===== config.mk =====
export PLATFORM = sky130hd
export DESIGN_NAME = meta_array_ctrl
export DESIGN_NICKNAME = d
export VERILOG_FILES = /design/src/rtl/meta_array_ctrl_pkg.sv /design/src/rtl/resp_hold_buf.sv /design/src/rtl/meta_array_ctrl.sv
export SDC_FILE = /design/constraint.sdc
export NUM_CORES = 1
export LEC_CHECK = 0
export CORE_MARGIN = 10
export CORE_UTILIZATION = 40
export CTS_CLUSTER_DIAMETER = 150
export DETAILED_ROUTE_END_ITERATION = 16
export GPL_TIMING_DRIVEN = 0
export HOLD_SLACK_MARGIN = 0.03
export PLACE_DENSITY = 0.87
export SLEW_MARGIN = 20
export SYNTH_ARGS = -nofsm -noshare
export SYNTH_HDL_FRONTEND = slang
export SYNTH_HIERARCHICAL = 1
export SYNTH_SLANG_ARGS = --single-unit

===== constraint.sdc =====
create_clock -name clock -period 3.3 [get_ports clock]
set_clock_uncertainty 0.05 [all_clocks]
set_input_delay 0.495 -clock clock [delete_from_list [all_inputs] [get_ports clock]]
set_output_delay 0.495 -clock clock [all_outputs]
set_load 0.02 [all_outputs]

===== src/rtl/meta_array_ctrl_pkg.sv =====
// Shared defaults and state encoding for the metadata array controller.
package meta_array_ctrl_pkg;

  localparam int unsigned DEF_ADDR_W       = 6;
  localparam int unsigned DEF_DATA_W       = 66;
  localparam int unsigned DEF_STARVE_LIMIT = 4;
  localparam int unsigned STARVE_W         = 4;

  typedef enum logic {
    INIT,
    RUN
  } ctrl_state_e;

endpackage


===== src/rtl/resp_hold_buf.sv =====
// One-entry read response slot: passes SRAM data through on the cycle after
// a read, and parks it in hold_reg if the consumer stalls.
module resp_hold_buf
  import meta_array_ctrl_pkg::*;
#(
  parameter int unsigned DATA_W = DEF_DATA_W
) (
  input  logic              clock,
  input  logic              reset,
  input  logic              rd_accept,
  input  logic              resp_ready,
  input  logic [DATA_W-1:0] sram_rdata,
  output logic              resp_valid,
  output logic [DATA_W-1:0] resp_data
);

  logic              hold_q;
  logic [DATA_W-1:0] hold_reg;

  always_ff @(posedge clock or posedge reset) begin
    if (reset) begin
      resp_valid <= 1'b0;
      hold_q     <= 1'b0;
      hold_reg   <= '0;
    end else if (rd_accept) begin
      // a new read is only accepted when the slot drains this cycle
      resp_valid <= 1'b1;
      hold_q     <= 1'b0;
    end else if (resp_valid && resp_ready) begin
      resp_valid <= 1'b0;
      hold_q     <= 1'b0;
    end else if (resp_valid && !hold_q) begin
      hold_q   <= 1'b1;
      hold_reg <= sram_rdata;
    end
  end

  assign resp_data = hold_q ? hold_reg : sram_rdata;

endmodule


===== src/rtl/meta_array_ctrl.sv =====
// Single-port SRAM controller: clears the array after reset, then arbitrates
// one reader and one writer with write priority and a read-starvation guard.
module meta_array_ctrl
  import meta_array_ctrl_pkg::*;
#(
  parameter int unsigned        ADDR_W       = DEF_ADDR_W,
  parameter int unsigned        DATA_W       = DEF_DATA_W,
  parameter int unsigned        STARVE_LIMIT = DEF_STARVE_LIMIT,
  parameter logic [DATA_W-1:0]  INIT_VALUE   = '0
) (
  input  logic              clock,
  input  logic              reset,
  input  logic              rd_valid,
  output logic              rd_ready,
  input  logic [ADDR_W-1:0] rd_addr,
  input  logic              wr_valid,
  output logic              wr_ready,
  input  logic [ADDR_W-1:0] wr_addr,
  input  logic [DATA_W-1:0] wr_data,
  output logic              resp_valid,
  input  logic              resp_ready,
  output logic [DATA_W-1:0] resp_data,
  output logic              init_done,
  output logic [ADDR_W-1:0] sram_addr,
  output logic              sram_wen,
  output logic              sram_ren,
  output logic [DATA_W-1:0] sram_wdata,
  input  logic [DATA_W-1:0] sram_rdata
);

  localparam logic [STARVE_W-1:0] LIMIT = STARVE_W'(STARVE_LIMIT);

  ctrl_state_e          state_q, state_d;
  logic [ADDR_W-1:0]    init_cnt;
  logic [STARVE_W-1:0]  starve_cnt;
  logic                 slot_free;
  logic                 rd_elig;
  logic                 wr_grant;
  logic                 rd_grant;

  always_comb begin
    slot_free = !resp_valid || resp_ready;
    rd_elig   = (state_q == RUN) && rd_valid && slot_free;
    wr_grant  = (state_q == RUN) && wr_valid && !(rd_elig && (starve_cnt == LIMIT));
    rd_grant  = rd_elig && !wr_grant;
  end

  always_ff @(posedge clock or posedge reset) begin
    if (reset) begin
      state_q <= INIT;
    end else begin
      state_q <= state_d;
    end
  end

  always_comb begin
    state_d    = state_q;
    init_done  = 1'b0;
    rd_ready   = 1'b0;
    wr_ready   = 1'b0;
    sram_wen   = 1'b0;
    sram_ren   = 1'b0;
    sram_addr  = '0;
    sram_wdata = wr_data;
    case (state_q)
      INIT: begin
        sram_wen   = 1'b1;
        sram_addr  = init_cnt;
        sram_wdata = INIT_VALUE;
        if (init_cnt == '1) begin
          state_d = RUN;
        end
      end
      RUN: begin
        init_done = 1'b1;
        rd_ready  = rd_grant;
        wr_ready  = wr_grant;
        if (wr_grant) begin
          sram_wen  = 1'b1;
          sram_addr = wr_addr;
        end else if (rd_grant) begin
          sram_ren  = 1'b1;
          sram_addr = rd_addr;
        end
      end
      default: state_d = INIT;
    endcase
  end

  always_ff @(posedge clock or posedge reset) begin
    if (reset) begin
      init_cnt <= '0;
    end else if (state_q == INIT) begin
      init_cnt <= init_cnt + 1'b1;
    end
  end

  // Counts cycles a ready-to-go read lost to a write; a full slot does not count.
  always_ff @(posedge clock or posedge reset) begin
    if (reset) begin
      starve_cnt <= '0;
    end else if (rd_grant) begin
      starve_cnt <= '0;
    end else if (rd_elig && wr_grant && (starve_cnt != LIMIT)) begin
      starve_cnt <= starve_cnt + 1'b1;
    end
  end

  resp_hold_buf #(
    .DATA_W(DATA_W)
  ) u_resp_hold_buf (
    .clock      (clock),
    .reset      (reset),
    .rd_accept  (rd_grant),
    .resp_ready (resp_ready),
    .sram_rdata (sram_rdata),
    .resp_valid (resp_valid),
    .resp_data  (resp_data)
  );

endmodule


==> results.sh <==
export IMPL_status="complete, no violations"
export IMPL_ys_seq_area_share_pct=43.6
export IMPL_holdPathStages=1
export IMPL_postCtsHoldBufs=0
export IMPL_reg2reg_setup_slack_ns=0.83
export IMPL_p_seq_share_pct=44.8
export IMPL_grt_pass1_vias=4517
export IMPL_grt_pass1_wl_um=26500
export IMPL_cts_sinks=79
export IMPL_antenna_found_initial=0
export IMPL_cp_end_kind="output pin"
export IMPL_rows=38
export IMPL_firstDrtPassIters=4
export IMPL_vias=4026
export IMPL_path_common_cell="clkdlybuf4s50_1"
export IMPL_cts_buffers=9
export IMPL_rr_endpoint="u_resp_hold_buf/hold_reg[21]$_DFFE_PP0P_"
export IMPL_rsz0062_at_grt="false"
export IMPL_syn_nets=517
export IMPL_wl_per_cell_um=21.4
export IMPL_p_per_area_nw_per_um2=271
export IMPL_cts_root_buffer="clkbuf_16"
export IMPL_syn_area_per_cell_um2=12.4
export IMPL_synth_area_um2=4540
export IMPL_synth_warnings=6
export IMPL_cts_resized=0
export IMPL_yosys_most_used_dff="dfrtp_1"
export IMPL_fmax_ghz=0.315
export IMPL_fin_crit_ns=3.17
export IMPL_antenna_left=0
export IMPL_fp_dieW_um=127
export IMPL_io_pins=293
export IMPL_crit_arrival_ns=2.63
export IMPL_clockBufferDepth=2
export IMPL_cts_tree="done"
export IMPL_maxCapViolCount=0
export IMPL_crit_type="in2out"
export IMPL_rr_startpoint="starve_cnt[0]$_DFFE_PP0P_"
export IMPL_slew_viol_final=0
export IMPL_clk_latency_ns=0.33
export IMPL_finalSetupViolations=0
export IMPL_drc=0
export IMPL_cp_cell_sequence="clkdlybuf4s50_1 > nor2b_2 > o311ai_4 > inv_4 > a221o_1 > clkdlybuf4s50_1"
export IMPL_hold_violations=0
export IMPL_synth_cell_types=39
export IMPL_worstRegToRegCells=10
export IMPL_final_core_util_pct=72.8
export IMPL_dieArea_um2=16000
export IMPL_p_comb_share_pct=9.7
export IMPL_maxSlewHeadroom_pct=61.8
export IMPL_required_ns=2.75
export IMPL_h_tree_depth=3
export IMPL_largest_reg_flops=66
export IMPL_mostFrequentLayoutCells="clkdlybuf4s50_1, mux2_2, dfrtp_1, and2_1, mux2_1"
export IMPL_swShare_pct=20.0
export IMPL_crit_path_start_kind="input port"
export IMPL_overflow=0
export IMPL_worstHoldPathType="reg2reg"
export IMPL_switchingPower_mw=0.432
export IMPL_internal_power_mw=1.73
export IMPL_timing_hold_ws_ns=0.433
export IMPL_peakVddDrop_v=0.000246
export IMPL_hpwl_um=14500
export IMPL_p_leak_nw=3.61
export IMPL_area_growth_pct=76.0
export IMPL_tightest_slew_ns=0.572
export IMPL_routabilityCongestion=0.865
export IMPL_grt_max_degree=41
export IMPL_max_stage_delay_ns=0.59
export IMPL_wirelength_um=17500
export IMPL_core_um2=11000
export IMPL_async_flop_share_pct=100
export IMPL_diodes=0
export IMPL_die_height_um=127
export IMPL_track_usage_pct=21.0
export IMPL_hold_path_startpoint="u_resp_hold_buf/hold_reg[26]$_DFFE_PP0P_"
export IMPL_synth_edf_count=0
export IMPL_finalNetCount=825
export IMPL_power_clock_fraction_pct=45.5
export IMPL_drtIter0Drc=133
export IMPL_critical_path_max_fanout=7
export IMPL_synthCells=365
export IMPL_hold_path_end="u_resp_hold_buf/hold_reg[26]$_DFFE_PP0P_"
export IMPL_avgViaCountPerCell=4.92
export IMPL_clkTransAtPathRegs_ns=0.06
export IMPL_ys_ff_latch=79
export IMPL_initial_core_util_pct=41.3
export IMPL_fin_crit_sh_pct=96.1
export IMPL_final_common_cell="clkdlybuf4s50_1"
export IMPL_port_buffers=292
export IMPL_drive_gt1_share_pct=20.5
export IMPL_critPathSlowestCell="clkdlybuf4s50_1"
[synthesized netlist by cell type, types with 2 or more instances]
library cell   n  area (um^2)
nand2_1        3         11.3
buf_6          5         56.3
inv_1          7         26.3
a21oi_1        2         10.0
mux2_1        40          450
o31ai_1        2         15.0
nor2b_1        5         31.3
xnor2_1        5         43.8
a221o_1        5         50.1
mux2_2        93         1050
clkbuf_1      10         37.5
o21ai_0        3         15.0
ha_1           3         37.5
dfrtp_1       79         1980
nand3_1        3         15.0
and2_1        66          413
buf_2          9         45.0
buf_4          3         22.5
or4_1          2         15.0
[timing repair]
| action | 4_1_cts | 5_1_grt |
|---|---|---|
| setup endpoints to repair | 0 | 5 |
| buffers inserted | 0 | 4 |
| hold endpoints to repair | 0 | 0 |
[metal layers]
metal,part of all wire [%],track usage [%],vias up
met4,0.74,4.62,0
met3,13,11.8,11
met2,51,37.1,179
li1,-,-,1898
met1,36,21.2,1938
met5,0,0,-
[worst max path at each step]
stage,depth (start not counted),slack [ns],end,start
after global routing,6,0.005,sram_addr[3],resp_ready
after floorplan,5,0.89,sram_ren,state_q$_DFF_PP0_
after CTS,5,0.06,sram_addr[4],resp_ready
after global placement,2,-0.20,u_resp_hold_buf/hold_reg[40]$_DFFE_PP0P_,reset
final,6,0.13,sram_addr[4],resp_ready
after detailed placement,5,0.06,sram_addr[4],resp_ready
[critical path, delay by kind of cell]
family,cells,cell delay (ns)
AOI/OAI and AO/OA,2,0.75
buffers and inverters,3,1.26
and+or+nand+nor,1,0.12
[area by class of cell]
type	instances	area, um^2
fillers	778	2990
repair buffers	297	2970
multi-input cells	251	2370
flip-flops and latches	79	1980
clock buffers	11	243
well taps	140	175
plain buffers	27	161
clock inverters	5	57.6
inverters	8	35.0
[power by group through the flow]
stage	combinational, mW	sequential [mW]	clock (mW)
final	0.211	0.969	0.984
after detailed placement	0.211	0.986	0
after floorplan	0.0163	0.986	0
after global routing	0.227	0.968	1.05
after global placement	0.203	0.986	0
after CTS	0.213	0.969	1.01
[through the flow]
stage | area (um^2) | worst slack [ns] | std cells | total power [mW] | TNS [ns]
2_1_floorplan | 4540 | 0.886 | 365 | 1.00 | 0
3_3_place_gp | 7640 | -0.198 | 797 | 1.19 | -13.17
3_5_place_dp | 7660 | 0.0584 | 798 | 1.20 | 0
4_1_cts | 7960 | 0.0618 | 814 | 2.19 | 0
5_1_grt | 7990 | 0.00494 | 818 | 2.25 | 0
6_report | 7990 | 0.128 | 818 | 2.16 | 0
[cells by family after synthesis]
logic type,Yosys count,share of synthesized area (%)
DFF,79,43.6
and+or+nand+nor,89,13.0
xor gates and xnor gates,5,0.965
adders and majority gates,3,0.827
AOI/OAI and AO/OA,21,4.44
buffers and inverters,35,4.27
muxes,133,33.0
Note: power is estimated with default switching activity, not from simulation.
